[src/rtl/cpu68k_bus_pkg.sv]
// ---------------------------------------------------------------------------
// cpu68k_bus_pkg
// Shared constants for the 68k-style peripheral bus initiator.
//   - FSM state encodings for cpu68k_bus_master (IDLE=0 .. RECOVER=4)
//   - Bus-level polarity constants for dtack and rw
// No ports; imported by cpu68k_bus_master and cpu68k_sync2.
// ---------------------------------------------------------------------------
package cpu68k_bus_pkg;

  // Master FSM state encoding
  localparam logic [2:0] ST_IDLE    = 3'd0;
  localparam logic [2:0] ST_SETUP   = 3'd1;
  localparam logic [2:0] ST_STROBE  = 3'd2;
  localparam logic [2:0] ST_RELEASE = 3'd3;
  localparam logic [2:0] ST_RECOVER = 3'd4;

  // dtack is active low on the bus
  localparam logic DTACK_ASSERTED = 1'b0;

  // Bus direction encoding
  localparam logic RW_READ  = 1'b1;
  localparam logic RW_WRITE = 1'b0;

endpackage

[src/rtl/cpu68k_sync2.sv]
// ---------------------------------------------------------------------------
// cpu68k_sync2
// Two-flop synchronizer for signals arriving from a responder that may run
// on an unrelated clock. Output lags input by two clock edges.
// Ports:
//   i_clk   in  1      sampling clock
//   i_rst   in  1      synchronous active-high reset
//   i_d     in  WIDTH  asynchronous input
//   o_q     out WIDTH  synchronized output (RESET_VALUE while in reset)
// ---------------------------------------------------------------------------
module cpu68k_sync2
  import cpu68k_bus_pkg::*;
#(
  parameter int              WIDTH       = 1,
  parameter logic [WIDTH-1:0] RESET_VALUE = '0
) (
  input  logic             i_clk,
  input  logic             i_rst,
  input  logic [WIDTH-1:0] i_d,
  output logic [WIDTH-1:0] o_q
);

  logic [WIDTH-1:0] r_meta;
  logic [WIDTH-1:0] r_sync;

  // Reset to the idle value so a reset never looks like an acknowledge
  always_ff @(posedge i_clk) begin
    if (i_rst) begin
      r_meta <= RESET_VALUE;
      r_sync <= RESET_VALUE;
    end else begin
      r_meta <= i_d;
      r_sync <= r_meta;
    end
  end

  assign o_q = r_sync;

endmodule

[src/rtl/cpu68k_bus_master.sv]
// ---------------------------------------------------------------------------
// cpu68k_bus_master
// Initiator for the 68k-style peripheral bus (cs/ds/rw/dtack, 8-bit data).
// Converts single-beat valid/ready requests into bus cycles, waits for the
// active-low dtack, and reports read data or a timeout on a one-cycle
// response strobe. All outputs are registered.
//
// Optional feature: define CPU68K_DTACK_SYNC_EN to pass dtack and bus_in
// through a 2-flop synchronizer (cpu68k_sync2) before use. This adds two
// cycles of acknowledge latency; the timeout still counts raw cycles.
//
// Parameters:
//   SETUP_CYCLES    cycles cs/rw/data are held before ds rises (>= 1)
//   TIMEOUT_CYCLES  max wait cycles for dtack; 0 disables the timeout
// Ports:
//   clk, rst              clock, synchronous active-high reset
//   req_valid/req_ready   request handshake (ready only in IDLE)
//   req_rw, req_data      request direction (1=read) and write data
//   rsp_valid             one-cycle pulse per completed transaction
//   rsp_data              last read data, held until the next read
//   rsp_timeout           qualifies rsp_valid; 1 = no dtack seen
//   cs, ds, rw            bus control outputs (cs/ds active high)
//   bus_out, bus_oe       write data and its output enable
//   bus_in, dtack         responder data and active-low acknowledge
// ---------------------------------------------------------------------------
module cpu68k_bus_master
  import cpu68k_bus_pkg::*;
#(
  parameter int SETUP_CYCLES   = 1,
  parameter int TIMEOUT_CYCLES = 16
) (
  input  logic       clk,
  input  logic       rst,
  input  logic       req_valid,
  output logic       req_ready,
  input  logic       req_rw,
  input  logic [7:0] req_data,
  output logic       rsp_valid,
  output logic [7:0] rsp_data,
  output logic       rsp_timeout,
  output logic       cs,
  output logic       ds,
  output logic       rw,
  output logic [7:0] bus_out,
  output logic       bus_oe,
  input  logic [7:0] bus_in,
  input  logic       dtack
);

  localparam int SETUP_W = (SETUP_CYCLES > 1) ? $clog2(SETUP_CYCLES) : 1;
  localparam int WAIT_W  = (TIMEOUT_CYCLES > 0) ? $clog2(TIMEOUT_CYCLES + 1) : 1;

  logic [2:0]         r_state;
  logic [SETUP_W-1:0] r_setupCnt;
  logic [WAIT_W-1:0]  r_waitCnt;
  logic               r_reqReady;
  logic               r_rspValid;
  logic [7:0]         r_rspData;
  logic               r_rspTimeout;
  logic               r_cs;
  logic               r_ds;
  logic               r_rw;
  logic [7:0]         r_busOut;
  logic               r_busOe;

  logic               w_dtack;
  logic [7:0]         w_busIn;
  logic               w_waitExpired;
  logic [WAIT_W-1:0]  w_waitInc;

`ifdef CPU68K_DTACK_SYNC_EN
  // dtack and data travel together so captured data lines up with the ack
  cpu68k_sync2 #(
    .WIDTH       (9),
    .RESET_VALUE (9'h100)
  ) u_sync (
    .i_clk (clk),
    .i_rst (rst),
    .i_d   ({dtack, bus_in}),
    .o_q   ({w_dtack, w_busIn})
  );
`else
  assign w_dtack = dtack;
  assign w_busIn = bus_in;
`endif

  // The current edge is the TIMEOUT_CYCLES-th waiting edge when the count
  // of previous waiting edges is TIMEOUT_CYCLES-1
  assign w_waitExpired = (TIMEOUT_CYCLES != 0) &&
                         ((int'(r_waitCnt) + 1) >= TIMEOUT_CYCLES);

  // Saturating increment so a disabled timeout never wraps
  assign w_waitInc = (r_waitCnt == '1) ? r_waitCnt : r_waitCnt + WAIT_W'(1);

  always_ff @(posedge clk) begin
    if (rst) begin
      r_state      <= ST_IDLE;
      r_setupCnt   <= '0;
      r_waitCnt    <= '0;
      r_reqReady   <= 1'b0;
      r_rspValid   <= 1'b0;
      r_rspData    <= 8'h00;
      r_rspTimeout <= 1'b0;
      r_cs         <= 1'b0;
      r_ds         <= 1'b0;
      r_rw         <= RW_READ;
      r_busOut     <= 8'h00;
      r_busOe      <= 1'b0;
    end else begin
      r_rspValid <= 1'b0;
      case (r_state)
        ST_IDLE: begin
          if (req_valid && r_reqReady) begin
            r_reqReady <= 1'b0;
            r_cs       <= 1'b1;
            r_rw       <= req_rw;
            r_busOut   <= req_data;
            r_busOe    <= (req_rw == RW_WRITE);
            r_setupCnt <= '0;
            r_state    <= ST_SETUP;
          end else begin
            r_reqReady <= 1'b1;
          end
        end

        // dtack is deliberately not looked at while setting up
        ST_SETUP: begin
          if (int'(r_setupCnt) >= SETUP_CYCLES - 1) begin
            r_ds      <= 1'b1;
            r_waitCnt <= '0;
            r_state   <= ST_STROBE;
          end else begin
            r_setupCnt <= r_setupCnt + SETUP_W'(1);
          end
        end

        // Acknowledge wins over a timeout landing on the same edge
        ST_STROBE: begin
          if (w_dtack == DTACK_ASSERTED || w_waitExpired) begin
            if (w_dtack == DTACK_ASSERTED) begin
              if (r_rw == RW_READ) begin
                r_rspData <= w_busIn;
              end
              r_rspTimeout <= 1'b0;
            end else begin
              r_rspTimeout <= 1'b1;
            end
            r_cs       <= 1'b0;
            r_ds       <= 1'b0;
            r_busOe    <= 1'b0;
            r_rw       <= RW_READ;
            r_rspValid <= 1'b1;
            r_waitCnt  <= '0;
            r_state    <= ST_RELEASE;
          end else begin
            r_waitCnt <= w_waitInc;
          end
        end

        ST_RELEASE: begin
          if (w_dtack != DTACK_ASSERTED) begin
            r_reqReady <= 1'b1;
            r_state    <= ST_IDLE;
          end else begin
            r_state <= ST_RECOVER;
          end
        end

        // A stuck responder is abandoned after the timeout; the response
        // was already issued so nothing further is reported
        ST_RECOVER: begin
          if (w_dtack != DTACK_ASSERTED || w_waitExpired) begin
            r_reqReady <= 1'b1;
            r_state    <= ST_IDLE;
          end else begin
            r_waitCnt <= w_waitInc;
          end
        end

        default: begin
          r_state <= ST_IDLE;
        end
      endcase
    end
  end

  assign req_ready   = r_reqReady;
  assign rsp_valid   = r_rspValid;
  assign rsp_data    = r_rspData;
  assign rsp_timeout = r_rspTimeout;
  assign cs          = r_cs;
  assign ds          = r_ds;
  assign rw          = r_rw;
  assign bus_out     = r_busOut;
  assign bus_oe      = r_busOe;

endmodule
[config.mk]
export PLATFORM = sky130hd
export DESIGN_NAME = cpu68k_bus_master
export DESIGN_NICKNAME = d
export VERILOG_FILES = /design/src/rtl/cpu68k_bus_pkg.sv /design/src/rtl/cpu68k_sync2.sv /design/src/rtl/cpu68k_bus_master.sv
export SDC_FILE = /design/constraint.sdc
export NUM_CORES = 1
export LEC_CHECK = 0
export ABC_CLOCK_PERIOD_IN_PS = 2100
export CORE_ASPECT_RATIO = 0.75
export CORE_UTILIZATION = 35
export CTS_BUF_LIST = sky130_fd_sc_hd__clkbuf_8
export DETAILED_ROUTE_END_ITERATION = 12
export GPL_ROUTABILITY_DRIVEN = 0
export SKIP_CTS_REPAIR_TIMING = 1
export SYNTH_ARGS = -nofsm -noshare
export SYNTH_HDL_FRONTEND = slang
export SYNTH_SLANG_ARGS = --single-unit
[constraint.sdc]
create_clock -name clk -period 2.1 [get_ports clk]
set_input_delay 0.315 -clock clk [delete_from_list [all_inputs] [get_ports clk]]
set_output_delay 0.315 -clock clk [all_outputs]
set_load 0.02 [all_outputs]
### Word level (Yosys, flattened, before mapping)

Cells that the tools add are included.

| word-level totals | value |
|---|---|
| input bits | 21 |
| output and inout bits | 23 |
| register bits | 31 |

| operators by class | value |
|---|---|
| bitwise operators | 3 |
| multiplexer cells | 24 |
| $add $sub $neg | 2 |
| $lt $le $gt $ge | 1 |
| eq/ne operators | 10 |
| reduce and logical (&&, ||, !) cells | 17 |

Operator list:

| cell | number |
|---|---|
| $mux 5 | 3 |
| $pmux 3 s5 | 1 |
| $pmux 5 s3 | 1 |
| $mux 3 | 4 |
| $mux 1 | 10 |
| $ne 2x2->1 const B | 5 |
| $reduce_and 3->1 | 3 |
| $pmux 1 s2 | 4 |
| $reduce_and 2->1 | 4 |
| $add 5x1->6 const B | 1 |
| $eq 3x2->1 const B | 2 |
| $ge 6x5->1 const B | 1 |
| $reduce_bool 3->1 | 2 |
| $add 5x1->5 const B | 1 |
| $eq 5x5->1 const B | 1 |
| $reduce_and 4->1 | 1 |
| $reduce_bool 2->1 | 2 |
| $eq 3x1->1 const B | 1 |
| $eq 3x3->1 const B | 1 |
| $logic_not 3->1 | 1 |
| $not 1->1 | 3 |
| $pmux 1 s3 | 1 |
| $logic_or 1x1->1 | 2 |
| $reduce_or 2->1 | 1 |
| $logic_and 1x1->1 | 1 |

### Logic depth before layout (Yosys ltp)

| depth | value |
|---|---|
| word-level depth | 5 |
| depth in mapped cells | 8 |

### Worst setup path before layout

No wires, ideal clock.

| path | value |
|---|---|
| path kind | reg-to-reg |
| from | register r_waitCnt[1] |
| to | register r_waitCnt[0] |
| data arrival time | 1.812 ns |
| setup slack | 0.216 ns |
| cell stages (with the launch flop) | 7 |
| buffers on the path | 0 |
| path through | dfxtp_1 > ha_1 > nand3_1 > ha_1 > a2111oi_1 > o21ai_0 > mux2i_1 |

| on the way | value |
|---|---|
| word-level cells in the longest chain between the ends | 5 |

Ends and longest elaborated chain:

| element | RTL line | text |
|---|---|---|
| from (decl) | cpu68k_bus_master.sv:55 | `logic [WAIT_W-1:0] r_waitCnt;` |
| from (signal assigned) | cpu68k_bus_master.sv:156 | `r_waitCnt <= w_waitInc;` |
| from (signal assigned) | cpu68k_bus_master.sv:176 | `r_waitCnt <= w_waitInc;` |
| $add 5x1->6 | cpu68k_bus_master.sv:90 | `((int'(r_waitCnt) + 1) >= TIMEOUT_CYCLES);` |
| $ge 6x5->1 | cpu68k_bus_master.sv:90 |  |
| $logic_or 1x1->1, on equally long branches | cpu68k_bus_master.sv:139, cpu68k_bus_master.sv:172 |  |
| $mux 5 or $ne 2x2->1 (tied branches) | n/a |  |
| $pmux 5 s3 or $reduce_and 2->1 (tied branches) | n/a |  |

Parallel ways exist; a longest one is shown, timed or not. The select of a mux whose other input is x is not followed.
A chain may end at the register's enable or synchronous reset.

### Worst setup path after layout

| path | value |
|---|---|
| from | register r_waitCnt[1] |
| to | register r_state[2] |

| on the way | value |
|---|---|
| word-level cells in the longest chain between the ends | 5 |

Ends and longest elaborated chain:

| element | RTL line | text |
|---|---|---|
| $add 5x1->6 * | cpu68k_bus_master.sv:90 |  |
| $ge 6x5->1 * | cpu68k_bus_master.sv:90 |  |
| $logic_or 1x1->1, on equally long branches | cpu68k_bus_master.sv:172, cpu68k_bus_master.sv:139 |  |
| $ne 2x2->1 (no line) | n/a |  |
| $reduce_and 3->1 (no line) * | n/a |  |
| to (signal assigned) | cpu68k_bus_master.sv:97 | `r_state <= ST_IDLE;` |
| to (signal assigned) | cpu68k_bus_master.sv:174 | `r_state <= ST_IDLE;` |
| to (signal assigned) | cpu68k_bus_master.sv:181 | `r_state <= ST_IDLE;` |
| to (decl) | cpu68k_bus_master.sv:53 | `logic [2:0] r_state;` |

Mark *: on every way between the ends. The rest lies on a longest branch, timed or not.

==> flow_summary.toml <==
[clock_network]
clk_transition_reported_paths_ps = 60
cts_made_buffers = 5
cell_chosen_for_the_clock_root = "sky130_fd_sc_hd__clkbuf_8"
cts_tree = "done"
clock_sink_count = 31
cts.htree.levels = 2
insertion_delay_ps = 270
cts_max_path_buffers = 2

[sta]
post-route-period-util_pct = 90.67
rsz_0062_raised_after_global_routing = "false"
report.final.hold_viol_count = 0
setup_viol = 0
period_needed_ps = 1904
maxSlewHeadroom_pct = 69.47
slew_violations = 0
clock-skew-final_ps = 6.762
setup_tns_ps = 0
fmax_mhz = 525.2
finalHoldWorstSlack_ps = 453.7
worst_pin_slew_ps = 457.9

[place]
place.detailed.hpwl_um = 2624
post-place-cells = 272
port-buffer-count = 43

[grt]
grt_start_max_net_pins = 23
first_global_vias = 1260
grt_first_pass_wirelength_um = 5913
grt_antenna_before_repair = 0
global_router_s_overall_resource_usage_pct = 17.04
grt_ovf = 0

[floorplanning]
fp.dieH_um = 57.58
fp.dieArea_um2 = 4381
placementRows = 19
die_width_um = 76.10
floorplan.core_area_um2 = 3804
io_pins = 44
initial_utilization_pct = 37.89

[synthesis]
synth-main-ff-cell = "sky130_fd_sc_hd__dfxtp_1"
synth_cells = 177
post_synth.cell_area_avg_um2 = 8.143
ys_ff_latch = 31
synth_cell_types = 36
synth_edf_count = 0
synth_fp_nets = 201
yosys_warnings = 0
netlist_area_um2 = 1441
synthArstFlopShare_pct = 0
yosysSeqAreaShare_pct = 43.06

[run]
maxCapViolCount = 0

[worst_setup_path]
timing.setup.critical_path_class = "reg2reg"
crit_path_max_fanout = 6
cp-start-kind = "flip-flop"
critPathArrivalTime_ps = 2090
kind_of_end_point_of_the_critical_path = "flip-flop"
worst-endpoint-required_ps = 2290

[power_and_ir_drop]
ir_drop_mv = 0.4799
total_leakage_power_nw = 0.7333
power_density_nw_per_um2 = 664.4

[detailed_routing]
finalWirelength_um = 3531
drc_errors = 0
routed-via-count = 1392
drtPass1Iterations = 4
via_per_inst = 4.989
count_of_routing_violations_after_the_opening_detailed_route_iteration = 49
detail_route.wl_per_cell_um = 12.66
postRouteAntennaNets = 0

[min_path]
hold_class = "reg2reg"

[final_layout]
num-fill-cells = 346
drive_gt1_share_pct = 11.01
layout_net_count = 251
areaGrowthSynthToFinish_pct = 43.23
final-instance-count-excl-fill = 279
insertedDiodeCount = 0

[outcome]
outcome = "finished clean"
logic make-up (layout without fill, tap and decap cells):
| group | Yosys count | after routing | synth area share [%] |
|---|---|---|---|
| AO/OA/AOI/OAI | 45 | 45 | 19.10 |
| XOR/XNOR | 1 | 1 | 0.6077 |
| adder cells (fa/ha/maj) | 3 | 3 | 2.604 |
| buffers and inverters | 15 | 65 | 4.600 |
| flip-flops | 31 | 31 | 43.06 |
| multiplexers | 3 | 3 | 2.083 |
| AND/OR/NAND/NOR | 79 | 79 | 27.95 |
path summary, 6_finish.rpt:
path,from,endpoint,slack (ps),cells after the start
max,r_waitCnt[1],r_state[2],200,6
min,rsp_data[1],rsp_data[1],450,2
max reg2reg,r_waitCnt[1],r_state[2],200,6
min reg2reg,rsp_data[1],rsp_data[1],450,2
worst max-delay path, cell delays in order (launching register included):
cell and delay, ps:
sky130_fd_sc_hd__dfxtp_1 400, sky130_fd_sc_hd__ha_1 190, sky130_fd_sc_hd__nand3_1 120, sky130_fd_sc_hd__ha_1 350
sky130_fd_sc_hd__a21oi_1 390, sky130_fd_sc_hd__nand3_1 130, sky130_fd_sc_hd__a211oi_1 230
layer usage:
layer	part of all wire [%]	track usage, %
met1	50	23.35
met2	44	26.23
met3	5.4	4.960
met4	0.48	4.945
met5	0	0
registers in the layout, summed over array words and instances (netlist names):
| name | flops |
|---|---|
| bus_out | 8 |
| rsp_data | 8 |
| r_waitCnt | 5 |
| r_state | 3 |
| bus_oe | 1 |
| cs | 1 |
| ds | 1 |
| req_ready | 1 |
| rsp_timeout | 1 |
| rsp_valid | 1 |
| rw | 1 |
metrics by stage:
stage / total power, mW / instance area, µm² / setup slack [ps] / util, %
after global placement: 0.9217 / 1972 / 25.48 / 51.84
after CTS: 1.391 / 2059 / 143.7 / 54.14
final: 1.372 / 2064 / 196.0 / 54.28
after global routing: 1.453 / 2064 / 12.04 / 54.28
after floorplan: 0.7999 / 1441 / 216.2 / -
after detailed placement: 0.9291 / 1972 / 7.475 / 51.84
power by group:
part,leakage [nW],switching (mW),internal (mW)
Sequential,0.252,0.0178,0.619
Clock,0.0470,0.198,0.256
Combinational,0.434,0.142,0.139
layout make-up:
cell class | instances | area, µm² | share of cell area, %
Multi-Input combinational cell | 131 | 759.5 | 36.79
Sequential cell | 31 | 620.6 | 30.06
Timing Repair Buffer | 55 | 520.5 | 25.21
Clock buffer | 6 | 82.58 | 4.000
Tap cell | 52 | 65.06 | 3.152
Inverter | 3 | 11.26 | 0.5455
Clock inverter | 1 | 5.005 | 0.2424
synth_stat cells, drive strengths merged (2+ instances only):
cell type | instances | share of area [%]
or4 | 2 | 1.0
nand2b | 2 | 0.87
clkbuf | 9 | 2.3
nand3b | 3 | 1.6
nor2b | 6 | 2.6
a211o | 2 | 1.2
nand2 | 29 | 7.6
mux2i | 3 | 2.1
o21ai | 8 | 2.8
nor2 | 12 | 3.1
dfxtp | 31 | 43
buf | 3 | 1.5
inv | 3 | 0.78
a21oi | 23 | 8.0
nor3b | 2 | 1.0
nand3 | 12 | 4.2
nor3 | 5 | 1.7
ha | 3 | 2.6
a211oi | 4 | 2.4
placed cells by master, fill, tap and decap left out, types with 3 or more instances in the layout:
master	count
sky130_fd_sc_hd__a211oi_1	3
sky130_fd_sc_hd__a21oi_1	23
sky130_fd_sc_hd__buf_4	12
sky130_fd_sc_hd__clkbuf_8	6
sky130_fd_sc_hd__clkdlybuf4s50_1	43
sky130_fd_sc_hd__dfxtp_1	31
sky130_fd_sc_hd__ha_1	3
sky130_fd_sc_hd__inv_1	3
sky130_fd_sc_hd__mux2i_1	3
sky130_fd_sc_hd__nand2_1	29
sky130_fd_sc_hd__nand3_1	12
sky130_fd_sc_hd__nand3b_1	3
sky130_fd_sc_hd__nor2_1	12
sky130_fd_sc_hd__nor2b_1	6
sky130_fd_sc_hd__nor3_1	5
sky130_fd_sc_hd__o21ai_0	8
No activity file was read; power rests on OpenSTA's default activity.
